<file path="src/rtl/reset_seq_pkg.sv">
// rtl/reset_seq_pkg.sv - shared types and helpers for the staged reset sequencer
package reset_seq_pkg;

    typedef enum logic [1:0] {ASSERT, RELEASE, IDLE} seq_state_t;
    typedef enum logic [1:0] {CAUSE_POR, CAUSE_SOFT, CAUSE_WDT} reset_cause_t;

    function automatic int max3(input int a, input int b, input int c);
        int m;
        m = (a > b) ? a : b;
        return (m > c) ? m : c;
    endfunction

endpackage

</file>
<file path="src/rtl/reset_sequencer_if.sv">
// rtl/reset_sequencer_if.sv - request handshake and staged reset outputs of the sequencer
interface reset_sequencer_if
    import reset_seq_pkg::*;
#(
    parameter int NumOutputs = 3
);

    logic                  req_valid;
    logic                  req_ready;
    logic                  wdt_kick;
    logic [NumOutputs-1:0] rst_out;
    logic                  done;
    reset_cause_t          cause;

    modport master (
        output req_valid,
        output wdt_kick,
        input  req_ready,
        input  rst_out,
        input  done,
        input  cause
    );

    modport slave (
        input  req_valid,
        input  wdt_kick,
        output req_ready,
        output rst_out,
        output done,
        output cause
    );

endinterface

</file>
<file path="src/rtl/reset_seq_timer.sv">
// rtl/reset_seq_timer.sv - loadable saturating up-counter with clear and terminal-count flag
module reset_seq_timer #(
    parameter int Width = 4
) (
    input  logic             clk,
    input  logic             rst,
    input  logic             i_clear,
    input  logic             i_load,
    input  logic [Width-1:0] i_load_val,
    input  logic             i_en,
    input  logic [Width-1:0] i_tc_val,
    output logic [Width-1:0] o_count,
    output logic             o_tc
);

    logic [Width-1:0] r_count;

    always_ff @(posedge clk or posedge rst) begin
        if (rst) begin
            r_count <= '0;
        end else if (i_clear) begin
            r_count <= '0;
        end else if (i_load) begin
            r_count <= i_load_val;
        end else if (i_en && (r_count != '1)) begin
            r_count <= r_count + 1'b1;
        end
    end

    assign o_count = r_count;
    assign o_tc    = (r_count == i_tc_val);

endmodule

</file>
<file path="src/rtl/reset_sequencer.sv">
// rtl/reset_sequencer.sv - staged reset release with hold stretch; optional watchdog under RESET_SEQ_WDT_EN
module reset_sequencer
    import reset_seq_pkg::*;
#(
    parameter int NumOutputs = 3,
    parameter int HoldCycles = 16,
    parameter int StepCycles = 4,
    parameter int WdtCycles  = 1024
) (
    input  logic               clk,
    input  logic               reset,
    reset_sequencer_if.slave   bus
);

    localparam int CntW = $clog2(max3(HoldCycles, StepCycles, WdtCycles) + 1);
    localparam int StgW = $clog2(NumOutputs + 1);

    seq_state_t            r_state;
    logic [StgW-1:0]       r_stage;
    logic [NumOutputs-1:0] r_rst_out;
    logic                  r_done;
    logic                  r_ready;
    reset_cause_t          r_cause;

    logic            w_tc;
    logic [CntW-1:0] w_tc_val;
    logic [CntW-1:0] w_unused_step_cnt;
    logic            w_accept;
    logic            w_wdt_fire;

    // One timer covers both the hold phase and each release step.
    assign w_tc_val = (r_state == ASSERT) ? CntW'(HoldCycles - 1) : CntW'(StepCycles - 1);
    assign w_accept = bus.req_valid && r_ready;

    reset_seq_timer #(.Width(CntW)) u_step_timer (
        .clk        (clk),
        .rst        (reset),
        .i_clear    ((r_state == IDLE) || w_tc),
        .i_load     (1'b0),
        .i_load_val ('0),
        .i_en       (1'b1),
        .i_tc_val   (w_tc_val),
        .o_count    (w_unused_step_cnt),
        .o_tc       (w_tc)
    );

`ifdef RESET_SEQ_WDT_EN
    logic            w_wdt_tc;
    logic [CntW-1:0] w_unused_wdt_cnt;

    reset_seq_timer #(.Width(CntW)) u_wdt_timer (
        .clk        (clk),
        .rst        (reset),
        .i_clear    ((r_state != IDLE) || bus.wdt_kick),
        .i_load     (1'b0),
        .i_load_val ('0),
        .i_en       (r_state == IDLE),
        .i_tc_val   (CntW'(WdtCycles - 1)),
        .o_count    (w_unused_wdt_cnt),
        .o_tc       (w_wdt_tc)
    );

    assign w_wdt_fire = (r_state == IDLE) && w_wdt_tc && !bus.wdt_kick;
`else
    logic w_unused_kick;
    assign w_unused_kick = bus.wdt_kick;
    assign w_wdt_fire    = 1'b0;
`endif

    // Outputs release by shifting zeros in from bit 0, so index order is implicit.
    always_ff @(posedge clk or posedge reset) begin
        if (reset) begin
            r_state   <= ASSERT;
            r_stage   <= '0;
            r_rst_out <= '1;
            r_done    <= 1'b0;
            r_ready   <= 1'b0;
            r_cause   <= CAUSE_POR;
        end else begin
            r_done <= 1'b0;
            case (r_state)
                ASSERT: begin
                    if (w_tc) begin
                        r_rst_out <= r_rst_out << 1;
                        r_stage   <= StgW'(1);
                        if (NumOutputs == 1) begin
                            r_state <= IDLE;
                            r_done  <= 1'b1;
                        end else begin
                            r_state <= RELEASE;
                        end
                    end
                end
                RELEASE: begin
                    if (w_tc) begin
                        r_rst_out <= r_rst_out << 1;
                        if (r_stage == StgW'(NumOutputs - 1)) begin
                            r_state <= IDLE;
                            r_done  <= 1'b1;
                        end else begin
                            r_stage <= r_stage + 1'b1;
                        end
                    end
                end
                IDLE: begin
                    if (w_accept || w_wdt_fire) begin
                        r_state   <= ASSERT;
                        r_stage   <= '0;
                        r_rst_out <= '1;
                        r_ready   <= 1'b0;
                        r_cause   <= w_accept ? CAUSE_SOFT : CAUSE_WDT;
                    end else begin
                        r_ready <= 1'b1;
                    end
                end
                default: r_state <= ASSERT;
            endcase
        end
    end

    assign bus.rst_out   = r_rst_out;
    assign bus.done      = r_done;
    assign bus.req_ready = r_ready;
    assign bus.cause     = r_cause;

endmodule
</file>
<file path="src/flat_wrapper.sv">
// flat-port wrapper written by rule: the top's interface ports become plain ports
module reset_sequencer_flat import reset_seq_pkg::*;
#(
    parameter int NumOutputs = 3,
    parameter int HoldCycles = 16,
    parameter int StepCycles = 4,
    parameter int WdtCycles  = 1024
)
  (clk, reset, bus_req_valid, bus_wdt_kick, bus_req_ready, bus_rst_out, bus_done, bus_cause);
  reset_sequencer_if #(.NumOutputs(NumOutputs)) bus_i ();
  input  logic clk;
  input  logic reset;
  input wire logic [$bits(bus_i.req_valid)-1:0] bus_req_valid;
  input wire logic [$bits(bus_i.wdt_kick)-1:0] bus_wdt_kick;
  output wire logic [$bits(bus_i.req_ready)-1:0] bus_req_ready;
  output wire logic [$bits(bus_i.rst_out)-1:0] bus_rst_out;
  output wire logic [$bits(bus_i.done)-1:0] bus_done;
  output wire logic [$bits(bus_i.cause)-1:0] bus_cause;
  assign bus_i.req_valid = bus_req_valid;
  assign bus_i.wdt_kick = bus_wdt_kick;
  assign bus_req_ready = bus_i.req_ready;
  assign bus_rst_out = bus_i.rst_out;
  assign bus_done = bus_i.done;
  assign bus_cause = bus_i.cause;
  reset_sequencer #(.NumOutputs(NumOutputs), .HoldCycles(HoldCycles), .StepCycles(StepCycles), .WdtCycles(WdtCycles)) u_core (.clk(clk), .reset(reset), .bus(bus_i));
endmodule
</file>
<file path="config.mk">
export PLATFORM = sky130hd
export DESIGN_NAME = reset_sequencer_flat
export DESIGN_NICKNAME = d
export VERILOG_FILES = /design/src/rtl/reset_seq_pkg.sv /design/src/rtl/reset_sequencer_if.sv /design/src/rtl/reset_seq_timer.sv /design/src/rtl/reset_sequencer.sv /design/src/flat_wrapper.sv
export SDC_FILE = /design/constraint.sdc
export NUM_CORES = 1
export LEC_CHECK = 0
export BUFFER_PORTS_ARGS = -buffer_cell sky130_fd_sc_hd__buf_2
export CAP_MARGIN = 30
export CORE_MARGIN = 5
export CORE_UTILIZATION = 52
export CTS_CLUSTER_SIZE = 28
export DETAILED_ROUTE_END_ITERATION = 10
export PLACE_DENSITY = 0.76
export SYNTH_ARGS = -nofsm -noshare
export SYNTH_HDL_FRONTEND = slang
export SYNTH_SLANG_ARGS = --single-unit
export TNS_END_PERCENT = 30
</file>
<file path="constraint.sdc">
create_clock -name clk -period 1.8 [get_ports clk]
set_input_delay 0.09 -clock clk [delete_from_list [all_inputs] [get_ports clk]]
set_output_delay 0.09 -clock clk [all_outputs]
set_load 0.02 [all_outputs]
</file>
==> Yosys cells after proc, flatten, opt, wreduce, memory -nomap -nowiden <==
Index checks and enable logic that the tools add are counted.
Widths: inputs -> output; s select.
{ "word_totals": {"register_bits": 21, "in_bits": 4, "output_inout_bits": 7, "word_cells": 49} }
{ "op_classes": {"addsub": 2, "n_eq_ne": 11, "n_mux": 18, "reduce_logical": 11} }
{ "op_table": {"columns": ["cell", "count"], "rows": [
  ["$mux 11", 2],
  ["$mux 2", 6],
  ["$pmux 2 s3", 2],
  ["$add 11x1->11 const B", 1],
  ["$eq 11x11->1", 1],
  ["$ne 11x11->1 const B", 1],
  ["$ne 2x1->1 const B", 5],
  ["$mux 3", 2],
  ["$pmux 3 s2", 1],
  ["$reduce_and 5->1", 1],
  ["$eq 2x2->1 const B", 2],
  ["$mux 1", 4],
  ["$mux 4", 1],
  ["$reduce_and 4->1", 1],
  ["$reduce_bool 2->1", 2],
  ["$reduce_and 3->1", 1],
  ["$reduce_bool 3->1", 1],
  ["$add 2x1->2 const B", 1],
  ["$eq 2x1->1 const B", 1],
  ["$logic_not 2->1", 1],
  ["$ne 2x2->1 const B", 1],
  ["$reduce_and 2->1", 1],
  ["$reduce_or 2->1", 1],
  ["$logic_and 1x1->1", 1],
  ["$logic_or 1x1->1", 1]
]} }

==> Depth between registers and ports, before layout <==
Gate-level depths: netlist (run 1).
{ "depth": {"ltp_word": 5, "depth_mapped": 7, "depth_no_buf": 6} }

==> Cells and area by module <==
From an unflattened synthesis (run 1), not the netlist that was laid out.
{ "hier_totals": {"cells_unflattened": 145, "hier_area_um2": 1375.1} }
{ "modules_own_cells": {"columns": ["module", "n_inst", "cells_per_inst", "area_per_inst_um2", "seq_area_each_um2"], "rows": [
  ["reset_seq_timer", 1, 95, 823.3, 275.3],
  ["reset_sequencer", 1, 50, 551.8, 254.0]
]} }

==> Least setup slack after synthesis (run 1) <==
No wires, ideal clock.
{ "synth_timing": {"kind": "register -> register", "from": "register u_core.r_state[1]", "to": "register u_core.u_step_timer.r_count[9] (netlist: u_core.u_step_timer.o_count[9])", "arrival_time_ns": 1.886, "required_ns": 1.665, "setup_slack_ns": -0.221, "path_stages_with_launch": 8, "n_path_buf": 1, "period_less_slack_ns": 2.021, "cell_sequence": "dfrtp_1 -> inv_1 -> ha_1 -> or3_1 -> a211o_4 -> nand2b_1 -> buf_4 -> a211oi_1"} }
{ "synth_via": {"elab_chain_len": 5, "elab_cells_between_ends": 7, "classes_between": "eq/ne (2); mux (2); reduce/logical (3)"} }
{ "synth_lines": {"columns": ["item", "line_no", "text"], "rows": [
  ["from (decl)", "reset_sequencer.sv:18", "seq_state_t r_state;"],
  ["from (signal assigned)", "reset_sequencer.sv:73", "r_state <= ASSERT;"],
  ["from (signal assigned)", "reset_sequencer.sv:87", "r_state <= IDLE;"],
  ["from (signal assigned)", "reset_sequencer.sv:90", "r_state <= RELEASE;"],
  ["$logic_not 2->1", "reset_sequencer.sv:32", "assign w_tc_val = (r_state == ASSERT) ? CntW'(HoldCycles - 1) : CntW'(StepCycles - 1);"],
  ["$mux 4", "reset_sequencer.sv:32", null],
  ["$eq 11x11->1", "reset_seq_timer.sv:31", "assign o_tc = (r_count == i_tc_val);"],
  ["$logic_or 1x1->1 (*)", "reset_sequencer.sv:38", ".i_clear ((r_state == IDLE) || w_tc),"],
  ["$mux 11 / $reduce_bool 2->1 (equally long branches)", null, null],
  ["to (signal assigned)", "reset_seq_timer.sv:24", "r_count <= i_load_val;"],
  ["to (signal assigned)", "reset_seq_timer.sv:26", "r_count <= r_count + 1'b1;"],
  ["to (decl)", "reset_seq_timer.sv:16", "logic [Width-1:0] r_count;"]
]} }
Every way passes the cells marked *; elsewhere a longest branch is shown, timed or not.
A chain may end at the register's enable or synchronous reset.

==> Worst setup path after layout (run 1) <==
{ "layout_timing": {"from": "register u_core.u_step_timer.r_count[1] (netlist: u_core.u_step_timer.o_count[1])", "to": "register u_core.r_stage[1]"} }
{ "layout_via": {"elab_chain_len": 3, "elab_cells_between_ends": 4, "classes_between": "eq/ne (3); reduce/logical (1)"} }
{ "layout_lines": {"columns": ["item", "line_no", "text"], "rows": [
  ["$eq 11x11->1 (*)", "reset_seq_timer.sv:31", null],
  ["$ne 2x1->1 (no source line)", null, null],
  ["$reduce_and 5->1 (no source line) (*)", null, null],
  ["to (signal assigned)", "reset_sequencer.sv:85", "r_stage <= StgW'(1);"],
  ["to (signal assigned)", "reset_sequencer.sv:101", "r_stage <= r_stage + 1'b1;"],
  ["to (decl)", "reset_sequencer.sv:19", "logic [StgW-1:0] r_stage;"]
]} }
Marks and branches as above.

==> flow_summary.yaml, run 1 <==
power_and_ir_drop:
  power.leakage_nw: 0.633
  vdd_drop_max_mv: 0.998
  powerDensity_nw_per_um2: 1320
timing:
  max_freq_mhz: 542
  finalCritPeriodShare: 1.02
  hold_viol: 0
  tightest_slew_ns: 0.779
  skew_ns: 0.00165
  setup_viol: 3
  setup_slack_ns: -0.0440
  layout_min_cycle_time_ns: 1.84
  rsz0062_at_grt: "yes"
  relSlewSlack: 0.480
  slew_viol_final: 0
layout:
  layout_commonest_cell: "buf_4"
  nNetsFinal: 168
  fin_area_sq_um: 1530
  final_util: 0.683
  mostFrequentLayoutCells: "20 x buf_4, 17 x dfrtp_1, 13 x nor2_1"
  antennaDiodeCount: 0
  drive_above_1_share: 0.318
  syn2layout_area_growth_pct: 24.9
setup_path:
  setup.worst_path.end_class: "register"
  crit_type: "register to register"
  cp_cell_sequence: "ha_4 -> or4b_4 -> a211oi_2 -> o21ai_0 -> a32o_1"
  slowest_stage: "or4b_4"
  start_kind: "register"
  worstPathMaxFanout: 3
  cp_slowest_stage_delay_ns: 0.48
  crit_required_ns: 2.00
  critical_path_arrival_ns: 2.05
clocking:
  htreeDepth: 1
  clockBufferDepth: 2
  clk_pin_slew_ns: 0.11
  cts.sinks: 21
  clock-root-buffer: "clkbuf_4"
  cts_tree: "done"
  clock_latency_ns: 0.30
  cts_made_buffers: 3
place:
  postPlaceCellArea_sq_um: 1480
  port_buffers: 8
  dp_hpwl_um: 2190
  gp_congestion: 0.829
synth:
  syn-instance-count: 126
  syn-cell-area_sq_um: 1220
  ys_types: 41
  ys_seq_area_frac: 0.433
  ys_ff_latch: 21
  yosysWarnings: 0
  synth_area_per_cell_sq_um: 9.70
  syn_nets: 136
drt:
  wl_um: 2860
  route.detailed.drc: 0
  via_per_inst: 5.95
  drtIter0Drc: 35
  routed-via-count: 1101
  drt-pass1-iter-count: 4
  wl_per_cell_um: 15.4
  ant_nets: 0
floorplanning:
  die_area_sq_um: 3420
  io_pins: 11
  coreArea_sq_um: 2230
  rows: 17
  die_w_um: 58.5
  initial_core_util: 0.547
  dieHeight_um: 58.5
global_routing:
  grt_max_degree: 22
  antenna_found_initial: 0
  gr-total-overflow: 0
  grt_usage: 0.185
  grt_pass1_wl_um: 4890
  first_global_vias: 1129
worst_hold_path:
  hp-class: "primary input to register"
job:
  cap_violations: 0
status:
  violations: "negative setup slack"
  status: "finished with violations"
-- synth_stat cells, drive strengths merged --
cell / instances / area share
dfrtp: 18 / 0.37
nor2: 13 / 0.040
nand3: 8 / 0.033
o21ai: 8 / 0.033
inv: 7 / 0.021
nor3: 7 / 0.037
ha: 6 / 0.061
nand2: 6 / 0.018
a21oi: 5 / 0.020
or3: 5 / 0.026
a21boi: 4 / 0.025
nor3b: 4 / 0.025
a211oi: 3 / 0.023
dfstp: 3 / 0.064
o32a: 3 / 0.027
a31oi: 2 / 0.010
buf: 2 / 0.012
nand4: 2 / 0.010
or4: 2 / 0.015
xor2: 2 / 0.014
a2111oi: 1 / 0.012
a211o: 1 / 0.014
a21o: 1 / 0.0061
a32o: 1 / 0.0082
a41oi: 1 / 0.0072
and2: 1 / 0.0051
and3: 1 / 0.0051
and4: 1 / 0.0072
conb: 1 / 0.0031
nand2b: 1 / 0.0051
nor2b: 1 / 0.0051
o21bai: 1 / 0.0061
o2bb2ai: 1 / 0.0072
o311ai: 1 / 0.0072
o31ai: 1 / 0.0061
or4b: 1 / 0.011
-- cell families (layout without fill, tap and decap cells) --
kind of cell,after synthesis,in the layout,synth area share
xor+xnor,2,2,0.0143
other cells,1,1,0.00307
simple gates,53,53,0.243
buf+inv,9,40,0.0338
fa+ha+maj,6,6,0.0614
compound gates,34,34,0.212
flops,21,21,0.433
-- per-layer routing --
layer  track usage  part of all wire
met1         0.198              0.40
met3        0.0219             0.021
met5             0                 0
met2         0.359              0.56
met4        0.0795             0.020
-- worst paths after layout --
check | endpoint | depth (start not counted) | slack, ns | from
setup / recovery | u_core.r_stage[1]$_DFFE_PP0P_ | 5 | -0.04 | u_core.u_step_timer.o_count[1]$_DFFE_PP0P_
hold / removal | u_core.bus.req_ready$_DFFE_PP0P_ | 3 | 0.19 | bus_req_valid
setup reg to reg | u_core.r_stage[1]$_DFFE_PP0P_ | 5 | -0.04 | u_core.u_step_timer.o_count[1]$_DFFE_PP0P_
hold reg to reg | u_core.bus.cause[0]$_DFFE_PP0P_ | 1 | 0.46 | u_core.bus.cause[0]$_DFFE_PP0P_
max in group asynchronous | u_core.bus.rst_out[1]$_DFFE_PP1P_ | 4 | 0.74 | reset
min in group asynchronous | u_core.u_step_timer.o_count[0]$_DFFE_PP0P_ | 3 | 0.45 | reset
-- critical path, delay by kind of cell (launching register included) --
| family | cells | cell delay, ns |
|---|---|---|
| simple gates | 1 | 0.48 |
| flops | 1 | 0.42 |
| fa+ha+maj | 1 | 0.15 |
| compound gates | 3 | 0.70 |
-- sequential cells by signal (all words and copies together), names as in the netlist --
name                         cells
u_core.u_step_timer.o_count     11
u_core.bus.rst_out               3
u_core.r_stage                   2
u_core.r_state                   2
u_core.bus.cause                 1
u_core.bus.done                  1
u_core.bus.req_ready             1
-- timing repair --
item	CTS	global route
hold buffers	1	0
resized for setup	1	0
pin swaps	1	1
hold endpoints to repair	18	0
setup buffers	1	0
endpoints found under the setup margin	4	8
-- area by class of cell --
cell class                      instances  area [sq um]
Clock buffer                            4          26.3
Fill cell                             190           707
Inverter                                7          26.3
Multi-Input combinational cell         96           708
Sequential cell                        21           531
Tap cell                               28          35.0
Timing Repair Buffer                   29           200
-- through the flow --
step / setup slack (ns) / setup TNS (ns) / power (W) / cells / hold WS (ns)
global route: -0.101 / -0.464 / 0.00217 / 185 / 0.217
finish: -0.0440 / -0.0647 / 0.00201 / 185 / 0.192
floorplan: -0.0163 / -0.0325 / 0.00141 / 126 / 0.0642
global placement: 0.0267 / 0 / 0.00170 / 179 / 0.264
CTS: -0.0254 / -0.0361 / 0.00202 / 185 / 0.187
detailed placement: -0.0233 / -0.0565 / 0.00178 / 179 / 0.269
-- power by group --
group | switching [W] | internal (W) | total [W]
registers | 0.000107 | 0.000633 | 0.000741
logic | 0.000558 | 0.000485 | 0.00104
clock network | 0.000140 | 0.0000865 | 0.000227
No activity file was read; power rests on OpenSTA's default activity.
==> run 2: changes to the inputs <==
--- a/config.mk
+++ b/config.mk
@@ -8,11 +8,12 @@
 export BUFFER_PORTS_ARGS = -buffer_cell sky130_fd_sc_hd__buf_2
 export CAP_MARGIN = 30
 export CORE_MARGIN = 5
-export CORE_UTILIZATION = 52
+export CORE_UTILIZATION = 53
 export CTS_CLUSTER_SIZE = 28
 export DETAILED_ROUTE_END_ITERATION = 10
-export PLACE_DENSITY = 0.76
+export PLACE_DENSITY = 0.77
 export SYNTH_ARGS = -nofsm -noshare
 export SYNTH_HDL_FRONTEND = slang
+export SYNTH_HIERARCHICAL = 1
 export SYNTH_SLANG_ARGS = --single-unit
 export TNS_END_PERCENT = 30
==> flow_summary.yaml, run 2 <==
status:
  status: "finished with violations"
  violations: "negative setup slack"
drt:
  route.detailed.drc: 0
  via_per_inst: 5.67
  ant_nets: 0
  routed-via-count: 1315
  wl_um: 3970
  drt-pass1-iter-count: 4
  wl_per_cell_um: 17.1
  drtIter0Drc: 59
layout:
  largest_reg_flops: 11
  mostFrequentLayoutCells: "27 x conb_1, 20 x buf_4, 18 x dfrtp_1, 10 x inv_1"
  fillers: 155
  drive_above_1_share: 0.342
  nNetsFinal: 214
  multiInputGateArea_sq_um: 1040
  antennaDiodeCount: 0
  register_area_sq_um: 529
  layout_commonest_cell: "conb_1"
  final_util: 0.773
  syn2layout_area_growth_pct: 39.3
setup_path:
  worst-path-buf-inv: 1
  critical_path_arrival_ns: 2.12
  slowest_stage: "dfrtp_1"
  startpoint: "u_core/u_step_timer/o_count[3]$_DFFE_PP0P_"
  setup.worst_path.end_class: "register"
  crit_required_ns: 2.00
  path_delay_family: "simple AND/OR/NAND/NOR gates"
  worstPathMaxFanout: 5
  cp_slowest_stage_delay_ns: 0.48
  crit_type: "register to register"
  cp_cell_sequence: "and2_1 -> a41o_1 -> buf_6 -> or4_4 -> a311oi_2"
  timing.rr.start: "u_core/u_step_timer/o_count[3]$_DFFE_PP0P_"
  start_kind: "register"
floorplanning:
  die_w_um: 60.9
  dieHeight_um: 60.9
  io_pins: 11
  initial_core_util: 0.555
  coreArea_sq_um: 2480
  rows: 18
  die_area_sq_um: 3710
synth:
  synth-edff-count: 0
  yosys-top-cells-area: "dfrtp_1 33%, xnor2_1 7.0%, ha_1 6.4%"
  yosysTopAreaCellShare: 0.328
  ys_seq_area_frac: 0.385
  async_reset_ff_frac: 1.00
  synth.most_common_cell: "dfrtp_1"
  syn-instance-count: 145
  yosysWarnings: 6
  synth_commonest_cells: "18 x dfrtp_1, 11 x inv_1, 11 x xnor2_1, 9 x nand2_1, 9 x nor2_1"
  ys_ff_latch: 21
  ys_types: 47
  syn-cell-area_sq_um: 1380
  synth_area_per_cell_sq_um: 9.48
  yosysTopAreaCell: "dfrtp_1"
  ys.flop_type: "dfrtp_1"
power_and_ir_drop:
  seqPwrFrac: 0.296
  p_sw_w: 0.00127
  p_clk_frac: 0.078
  netSwitchingFraction: 0.431
  vdd_drop_max_mv: 1.36
  pwr-share-comb: 0.626
  powerDensity_nw_per_um2: 1540
  power_w: 0.00295
  p_int_w: 0.00168
  power.leakage_nw: 0.855
clocking:
  clock_latency_ns: 0.31
  cts_made_buffers: 3
  clock-root-buffer: "clkbuf_4"
  cts_tree: "done"
  clockBufferDepth: 2
  clk_pin_slew_ns: 0.13
  cts.sinks: 21
  htreeDepth: 1
global_routing:
  antenna_found_initial: 0
  first_global_vias: 1400
  grt_pass1_wl_um: 6440
  gr-total-overflow: 0
  grt_max_degree: 16
  grt_usage: 0.237
timing:
  slew_viol_final: 0
  skew_ns: 0.00929
  max_freq_mhz: 523
  setup_viol: 7
  hold_viol: 0
  setup_slack_ns: -0.113
  layout_min_cycle_time_ns: 1.91
  finalCritPeriodShare: 1.06
  rsz0062_at_grt: "yes"
place:
  dp_hpwl_um: 2460
  gp_congestion: 0.895
  dp_slack_ns: -0.154
  port_buffers: 8
worst_hold_path:
  hold_start: "bus_req_valid"
  hp-class: "primary input to register"
job:
  cap_violations: 0
run 2: cell count changes in the layout (fill, tap and decap cells not counted), moves of 4 or more:
cell     change
conb_1      +26
inv_1        +5
nand3_1      -4
nor2_1       -5
nor3b_1      -4
o21ai_0      -4
or3_1        -4
xnor2_1      +9
run 2: final cells by class:
type	count	share of cell area
multi-input combinational	133	0.544
clock inverter	1	0.00261
inverter	12	0.0235
tap	30	0.0196
clock buffer	3	0.0118
timing repair buffer	32	0.122
sequential	21	0.276
run 2: path summary, 6_finish.rpt:
kind / end / slack [ns] / depth (start not counted)
max: u_core/u_step_timer/o_count[7]$_DFFE_PP0P_ / -0.11 / 5
min: u_core/bus.cause[0]$_DFFE_PP0P_ / 0.09 / 3
max reg2reg: u_core/u_step_timer/o_count[7]$_DFFE_PP0P_ / -0.11 / 5
min reg2reg: u_core/bus.cause[0]$_DFFE_PP0P_ / 0.49 / 1
max in group asynchronous: u_core/u_step_timer/o_count[8]$_DFFE_PP0P_ / 1.16 / 3
min in group asynchronous: u_core/bus.req_ready$_DFFE_PP0N_ / 0.30 / 3
run 2: cell families after synthesis:
| kind of cell | Yosys count | synth area share |
|---|---|---|
| simple gates | 46 | 0.181 |
| other cells | 2 | 0.00546 |
| fa+ha+maj | 7 | 0.0637 |
| xor+xnor | 12 | 0.0764 |
| mux | 4 | 0.0309 |
| compound gates | 36 | 0.203 |
| flops | 21 | 0.385 |
| buf+inv | 17 | 0.0546 |
run 2: metal layers:
metal  part of all wire  vias to the layer above  routed length (um)  global-route usage
met5                  0                        -                   0                   0
met4              0.041                        0                 164               0.133
met3              0.058                       18                 229              0.0426
met2               0.53                       55                2100               0.417
met1               0.37                      621                1480               0.269
li1                   -                      621                   -                   -
run 2: worst min-delay path, stage by stage:
cell and delay [ns]:
buf_2 0.11, nand3_1 0.11, nand2b_1 0.06
run 2: power by group through the flow:
stage               registers, W  logic (W)  clock network, W
floorplan               0.000925   0.000783                 0
global placement        0.000842    0.00126                 0
detailed placement      0.000852    0.00133                 0
CTS                     0.000848    0.00160          0.000241
global route            0.000903    0.00198          0.000264
finish                  0.000871    0.00184          0.000231
run 2: per-stage QoR:
step / instance area (sq um) / cells / setup TNS (ns) / hold WS, ns
finish: 1920 / 232 / -0.411 / 0.0878
global route: 1920 / 232 / -1.25 / 0.0870
CTS: 1820 / 230 / -0.0877 / 0.0785
detailed placement: 1660 / 221 / -0.860 / 0.101
global placement: 1660 / 221 / -0.168 / 0.0889
floorplan: 1480 / 170 / -0.0934 / -0.0720
run 2: timing repair:
action,4_1_cts,5_1_grt
setup buffers,4,1
endpoints found under the hold margin,18,0
endpoints found under the setup margin,14,18
gates cloned,0,1
pin swaps,6,9
resized for setup,16,15
hold buffers,1,0
